<file path="src/rtl/vme_a16_master.sv">
// VME A16/D16 single-master cycle initiator: one local request becomes one full
// address/AS*/DS* handshake, returning read data and a completion status.
module vme_a16_master #(
    parameter int ADDR_SETUP = 2,
    parameter int TIMEOUT    = 512
) (
    input  logic        I_CLK_32M,
    input  logic        I_VME_SYSRESET,
    input  logic        I_REQ,
    input  logic        I_REQ_WR,
    input  logic [14:0] I_REQ_ADDR,
    input  logic [5:0]  I_REQ_AM,
    input  logic [1:0]  I_REQ_BE,
    input  logic [15:0] I_REQ_DATA,
    output logic        O_BUSY,
    output logic        O_DONE,
    output logic [1:0]  O_STATUS,
    output logic [15:0] O_RD_DATA,
    output logic        O_VME_AS,
    output logic        O_VME_DS0,
    output logic        O_VME_DS1,
    output logic        O_VME_WR,
    output logic        O_VME_LWORD,
    output logic [14:0] O_VME_A,
    output logic [5:0]  O_VME_AM,
    output logic [15:0] O_VME_D,
    output logic        O_VME_D_OE,
    input  logic [15:0] I_VME_D,
    input  logic        I_VME_DTACK,
    input  logic        I_VME_BERR
);

    localparam logic [2:0] S_IDLE     = 3'd0;
    localparam logic [2:0] S_SETUP    = 3'd1;
    localparam logic [2:0] S_ASSERT   = 3'd2;
    localparam logic [2:0] S_STROBE   = 3'd3;
    localparam logic [2:0] S_WAIT_ACK = 3'd4;
    localparam logic [2:0] S_RELEASE  = 3'd5;
    localparam logic [2:0] S_WAIT_REL = 3'd6;
    localparam logic [2:0] S_FINISH   = 3'd7;

    localparam logic [1:0] ST_OK      = 2'b00;
    localparam logic [1:0] ST_BERR    = 2'b01;
    localparam logic [1:0] ST_TIMEOUT = 2'b10;
    localparam logic [1:0] ST_BAD_BE  = 2'b11;

    localparam logic [15:0] SETUP_LAST   = 16'(ADDR_SETUP);
    localparam logic [15:0] TIMEOUT_LAST = 16'(TIMEOUT - 1);

    logic [2:0]  state_q, state_d;
    logic [15:0] cnt_q, cnt_d, cnt_inc;
    logic        req_wr_q, req_wr_d;
    logic [14:0] req_addr_q, req_addr_d;
    logic [5:0]  req_am_q, req_am_d;
    logic [1:0]  req_be_q, req_be_d;
    logic [15:0] req_data_q, req_data_d;
    logic        vme_as_q, vme_as_d;
    logic        vme_ds0_q, vme_ds0_d;
    logic        vme_ds1_q, vme_ds1_d;
    logic        vme_wr_q, vme_wr_d;
    logic [14:0] vme_a_q, vme_a_d;
    logic [5:0]  vme_am_q, vme_am_d;
    logic [15:0] vme_d_q, vme_d_d;
    logic        vme_d_oe_q, vme_d_oe_d;
    logic [1:0]  status_q, status_d;
    logic [15:0] rd_buf_q, rd_buf_d;
    logic [1:0]  status_out_q, status_out_d;
    logic [15:0] rd_data_q, rd_data_d;
    logic        done_q, done_d;
    logic        dtack_meta_q, dtack_sync_q;
    logic        berr_meta_q, berr_sync_q;

    // Counter saturates so a stuck responder can never wrap it back under the limit.
    assign cnt_inc = (cnt_q == 16'hFFFF) ? cnt_q : cnt_q + 16'd1;

    always_comb begin
        state_d      = state_q;
        cnt_d        = cnt_inc;
        req_wr_d     = req_wr_q;
        req_addr_d   = req_addr_q;
        req_am_d     = req_am_q;
        req_be_d     = req_be_q;
        req_data_d   = req_data_q;
        vme_as_d     = vme_as_q;
        vme_ds0_d    = vme_ds0_q;
        vme_ds1_d    = vme_ds1_q;
        vme_wr_d     = vme_wr_q;
        vme_a_d      = vme_a_q;
        vme_am_d     = vme_am_q;
        vme_d_d      = vme_d_q;
        vme_d_oe_d   = vme_d_oe_q;
        status_d     = status_q;
        rd_buf_d     = rd_buf_q;
        case (state_q)
            S_IDLE: begin
                cnt_d = '0;
                if (I_REQ) begin
                    req_wr_d   = I_REQ_WR;
                    req_addr_d = I_REQ_ADDR;
                    req_am_d   = I_REQ_AM;
                    req_be_d   = I_REQ_BE;
                    req_data_d = I_REQ_DATA;
                    if (I_REQ_BE == 2'b00) begin
                        status_d = ST_BAD_BE;
                        state_d  = S_FINISH;
                    end else begin
                        state_d  = S_SETUP;
                    end
                end
            end
            S_SETUP: begin
                vme_a_d  = req_addr_q;
                vme_am_d = req_am_q;
                vme_wr_d = ~req_wr_q;
                if (req_wr_q) begin
                    vme_d_d    = req_data_q;
                    vme_d_oe_d = 1'b1;
                end
                if (cnt_q == SETUP_LAST) begin
                    vme_as_d = 1'b0;
                    state_d  = S_ASSERT;
                end
            end
            S_ASSERT: begin
                vme_ds0_d = ~req_be_q[0];
                vme_ds1_d = ~req_be_q[1];
                state_d   = S_STROBE;
            end
            S_STROBE: begin
                cnt_d   = '0;
                state_d = S_WAIT_ACK;
            end
            // BERR is tested ahead of DTACK so a simultaneous error is never reported as ok.
            S_WAIT_ACK: begin
                if (!berr_sync_q) begin
                    status_d = ST_BERR;
                    state_d  = S_RELEASE;
                end else if (!dtack_sync_q) begin
                    status_d = ST_OK;
                    if (!req_wr_q) begin
                        rd_buf_d = I_VME_D;
                    end
                    state_d  = S_RELEASE;
                end else if (cnt_q == TIMEOUT_LAST) begin
                    status_d = ST_TIMEOUT;
                    state_d  = S_RELEASE;
                end
                if (state_d == S_RELEASE) begin
                    vme_as_d  = 1'b1;
                    vme_ds0_d = 1'b1;
                    vme_ds1_d = 1'b1;
                end
            end
            S_RELEASE: begin
                cnt_d      = '0;
                vme_d_oe_d = 1'b0;
                state_d    = S_WAIT_REL;
            end
            S_WAIT_REL: begin
                if (dtack_sync_q && berr_sync_q) begin
                    state_d = S_FINISH;
                end else if (cnt_q == TIMEOUT_LAST) begin
                    status_d = ST_TIMEOUT;
                    state_d  = S_FINISH;
                end
            end
            default: begin
                state_d = S_IDLE;
            end
        endcase
    end

    // Results become visible together with the DONE pulse and stay put until the next one.
    always_comb begin
        done_d       = (state_q == S_FINISH);
        status_out_d = (state_q == S_FINISH) ? status_q : status_out_q;
        rd_data_d    = (state_q == S_FINISH) ? rd_buf_q : rd_data_q;
    end

    always_ff @(posedge I_CLK_32M or negedge I_VME_SYSRESET) begin
        if (!I_VME_SYSRESET) begin
            state_q      <= S_IDLE;
            cnt_q        <= '0;
            req_wr_q     <= 1'b0;
            req_addr_q   <= '0;
            req_am_q     <= '0;
            req_be_q     <= '0;
            req_data_q   <= '0;
            vme_as_q     <= 1'b1;
            vme_ds0_q    <= 1'b1;
            vme_ds1_q    <= 1'b1;
            vme_wr_q     <= 1'b1;
            vme_a_q      <= '0;
            vme_am_q     <= '0;
            vme_d_q      <= '0;
            vme_d_oe_q   <= 1'b0;
            status_q     <= ST_OK;
            rd_buf_q     <= '0;
            status_out_q <= ST_OK;
            rd_data_q    <= '0;
            done_q       <= 1'b0;
            dtack_meta_q <= 1'b1;
            dtack_sync_q <= 1'b1;
            berr_meta_q  <= 1'b1;
            berr_sync_q  <= 1'b1;
        end else begin
            state_q      <= state_d;
            cnt_q        <= cnt_d;
            req_wr_q     <= req_wr_d;
            req_addr_q   <= req_addr_d;
            req_am_q     <= req_am_d;
            req_be_q     <= req_be_d;
            req_data_q   <= req_data_d;
            vme_as_q     <= vme_as_d;
            vme_ds0_q    <= vme_ds0_d;
            vme_ds1_q    <= vme_ds1_d;
            vme_wr_q     <= vme_wr_d;
            vme_a_q      <= vme_a_d;
            vme_am_q     <= vme_am_d;
            vme_d_q      <= vme_d_d;
            vme_d_oe_q   <= vme_d_oe_d;
            status_q     <= status_d;
            rd_buf_q     <= rd_buf_d;
            status_out_q <= status_out_d;
            rd_data_q    <= rd_data_d;
            done_q       <= done_d;
            dtack_meta_q <= I_VME_DTACK;
            dtack_sync_q <= dtack_meta_q;
            berr_meta_q  <= I_VME_BERR;
            berr_sync_q  <= berr_meta_q;
        end
    end

    assign O_BUSY      = (state_q != S_IDLE);
    assign O_DONE      = done_q;
    assign O_STATUS    = status_out_q;
    assign O_RD_DATA   = rd_data_q;
    assign O_VME_AS    = vme_as_q;
    assign O_VME_DS0   = vme_ds0_q;
    assign O_VME_DS1   = vme_ds1_q;
    assign O_VME_WR    = vme_wr_q;
    assign O_VME_LWORD = 1'b1;
    assign O_VME_A     = vme_a_q;
    assign O_VME_AM    = vme_am_q;
    assign O_VME_D     = vme_d_q;
    assign O_VME_D_OE  = vme_d_oe_q;

endmodule

</file>
<file path="config.mk">
export PLATFORM = sky130hd
export DESIGN_NAME = vme_a16_master
export DESIGN_NICKNAME = d
export VERILOG_FILES = /design/src/rtl/vme_a16_master.sv
export SDC_FILE = /design/constraint.sdc
export NUM_CORES = 1
export LEC_CHECK = 0
export CAP_MARGIN = 15
export CORE_MARGIN = 8
export CORE_UTILIZATION = 30
export DETAILED_ROUTE_END_ITERATION = 16
export GPL_ROUTABILITY_DRIVEN = 0
export PLACE_DENSITY_LB_ADDON = 0.3
export SYNTH_ARGS = -nofsm -noshare
export SYNTH_HDL_FRONTEND = slang
export SYNTH_SLANG_ARGS = --single-unit
</file>
<file path="constraint.sdc">
create_clock -name I_CLK_32M -period 2.85 [get_ports I_CLK_32M]
set_clock_uncertainty 0.2 [all_clocks]
set_input_delay 0.57 -clock I_CLK_32M [delete_from_list [all_inputs] [get_ports I_CLK_32M]]
set_output_delay 0.57 -clock I_CLK_32M [all_outputs]
set_load 0.05 [all_outputs]
</file>
==> metrics.cfg <==
[status]
status=completed

[setup_path]
crit_chain=clkdlybuf4s50_1
startpoint_type=flip-flop
rrSetupSlack_ns=0.58
critPathCapture=O_VME_AS
end_kind=output port
path_delay_family=buffers and inverters
critical_path.max_stage_delay_ns=0.83
critical_path_depth=1
path_buf_inv=1
r2r_start=cnt_q[0]
crit_required_ns=2.08
r2r-end=O_VME_AS
slowest_stage=clkdlybuf4s50_1
critPathKind=reg2out
startpoint=O_VME_AS
r2r_cells=6
arrival_ns=1.80
path_max_fanout=3

[synth]
ys_warn_count=0
synth_seq_cells=142
synthesis.area_um2=5826
avgSynthCellArea_um2=12.47
yosysSeqAreaShare_pct=61.17
syn_nets=530
synthCells=467
async_reset_ff_share_pct=100.0
synth_edf_count=0
ys.flop_type=dfrtp_1
ys_types=47

[timing]
tns_ns=0
fmax_mhz=389.2
finalWorstSetupSlack_ns=0.2805
slew_headroom_pct=55.72
setup_viol_count_final=0
worst_pin_slew_ns=0.6592
min_period_ns=2.570
period_share_pct=90.16
finalHoldViolCount=0
rsz0062_at_grt=false
maxSlewViolCount=0

[power]
power_frac_comb_pct=42.4
ir_drop_v=0.0005361
swShare_pct=40.37
p_int_mw=5.747
power_leakage_nw=3.407
p_per_area_nw_per_um2=1211
p_seq_share_pct=35.9
switching_power_mw=3.891
power_frac_clock_pct=21.7

[drt]
drc=0
avgViaCountPerCell=4.568
wl_mm=13.57
first_iter_violations=146
wl_per_cell_um=15.47
ant_nets=0
via_count=4006
firstDrtPassIters=4

[grt]
gr-usage-met1_pct=14.46
grt_max_degree=57
met3_usage_pct=4.521
grt_first_pass_wirelength_mm=22.71
grt-busiest-layer=met2
grt_pass1_vias=4397
antenna_found_initial=0
grtUsageTotal_pct=11.80
gr-total-overflow=0
grtUsageMet2_pct=18.68

[place]
place_ws_ns=0.5009
io_buffer_count=122
dp_hpwl_mm=9.739

[job]
maxCapViolCount=0

[floorplanning]
dieArea_um2=24130
num_rows=51
ios=124
die-height_um=155.4
core_um2=19270
initial_utilization_pct=30.23
die_w_um=155.4

[clock_network]
cts_inserted_buffers=17
insertion_delay_ns=0.41
cts.clk_slew.worst_paths_ns=0.06
cts.sinks=142
cts_root_buf=clkbuf_16
cts_tree=yes
cts.repair.resized=0
clockBufferDepth=2
post_cts_buffers=0
htree_levels=4

[layout]
syn2layout_area_growth_pct=36.58
nNetsFinal=662
diodes=0
final_cell_mix=dfrtp_1, clkdlybuf4s50_1, mux2_2
final_common_cell=dfrtp_1
nFillCells=1829
drive_gt1_share_pct=25.00

[min_path]
hold_path.class=reg2reg

==> sequential cells by signal (all words and copies together), names as in the netlist, 2 cells and up <==
| signal | flops |
|---|---|
| O_RD_DATA | 16 |
| O_STATUS | 2 |
| O_VME_A | 15 |
| O_VME_AM | 6 |
| O_VME_D | 16 |
| cnt_q | 16 |
| rd_buf_q | 16 |
| req_addr_q | 15 |
| req_am_q | 6 |
| req_be_q | 2 |
| req_data_q | 16 |
| state_q | 3 |
| status_q | 2 |
==> Yosys cell counts, drive strengths merged (2+ instances only) <==
master	number	share of area, %
or4	4	0.67
nand4	9	0.97
mux2i	8	1.4
and3	2	0.21
and4	3	0.47
dfstp	8	3.6
nand2b	6	0.64
buf	10	1.0
o21ai	8	0.69
nor2b	4	0.43
or3	3	0.32
o211ai	3	0.39
mux2	91	18
dfrtp	134	58
a31oi	3	0.32
clkbuf	12	0.77
inv	5	0.32
xnor2	2	0.30
a21oi	13	1.1
nor2	9	0.58
nand2	83	5.3
nand3	16	1.4
nor3	9	0.77
a211oi	3	0.39
ha	2	0.43
==> through the flow <==
step / total power, mW / instances / hold slack [ns] / util, % / area [µm²]
finish: 9.638 / 877 / 0.1557 / 41.29 / 7956
CTS: 9.791 / 877 / 0.1570 / 41.29 / 7956
global route: 10.22 / 877 / 0.1581 / 41.29 / 7956
global placement: 7.504 / 844 / 0.1474 / 38.31 / 7383
floorplan: 6.222 / 467 / 0.07441 / - / 5826
detailed placement: 7.650 / 844 / 0.1478 / 38.31 / 7383
==> per-layer routing <==
layer / part of all wire [%] / vias to the layer above
li1: - / 1898
met1: 45 / 1988
met2: 47 / 105
met3: 6.8 / 15
met4: 1.4 / 0
met5: 0 / -
==> logic make-up (layout without fill, tap and decap cells) <==
kind of cell               Yosys count  count (layout)  share of synthesized area, %
DFF                                142             142                         61.17
and+or+nand+nor                    154             154                         12.54
adders and majority gates            2               2                        0.4295
other                                1               1                       0.06437
buffers and inverters               27             172                         2.105
xor gates and xnor gates             3               3                        0.4511
muxes                               99              99                         18.96
AOI/OAI and AO/OA                   39              39                         4.274
==> how the worst min path moves through the flow <==
stage,start,endpoint,slack [ns],depth (start not counted)
3_3_place_gp,dtack_meta_q,dtack_sync_q,0.15,0
5_1_grt,dtack_meta_q,dtack_sync_q,0.16,0
6_report,dtack_meta_q,dtack_sync_q,0.16,0
4_1_cts,dtack_meta_q,dtack_sync_q,0.16,0
2_1_floorplan,I_VME_SYSRESET,O_DONE,0.07,0
3_5_place_dp,dtack_meta_q,dtack_sync_q,0.15,0
==> layout make-up <==
type | instances | area [µm²] | area share (%)
clock buffer | 18 | 439.2 | 5.520
inverter | 5 | 18.77 | 0.2359
timing repair buffer | 135 | 1333 | 16.75
tap | 265 | 331.6 | 4.167
sequential | 142 | 3563 | 44.79
clock inverter | 14 | 123.9 | 1.557
multi-input combinational | 298 | 2147 | 26.99
==> power groups by stage <==
stage,combinational [mW],sequential [mW],clock [mW]
2_1_floorplan,1.54,4.68,0
3_3_place_gp,4.06,3.44,0
3_5_place_dp,4.15,3.50,0
4_1_cts,4.17,3.46,2.16
5_1_grt,4.38,3.59,2.25
6_report,4.09,3.46,2.09
==> timing repair <==
| item | in CTS | in global routing |
|---|---|---|
| hold buffers | 1 | 0 |
| endpoints found under the hold margin | 44 | 0 |
| endpoints found under the setup margin | 0 | 0 |
Power figures use the tool's default switching activity.
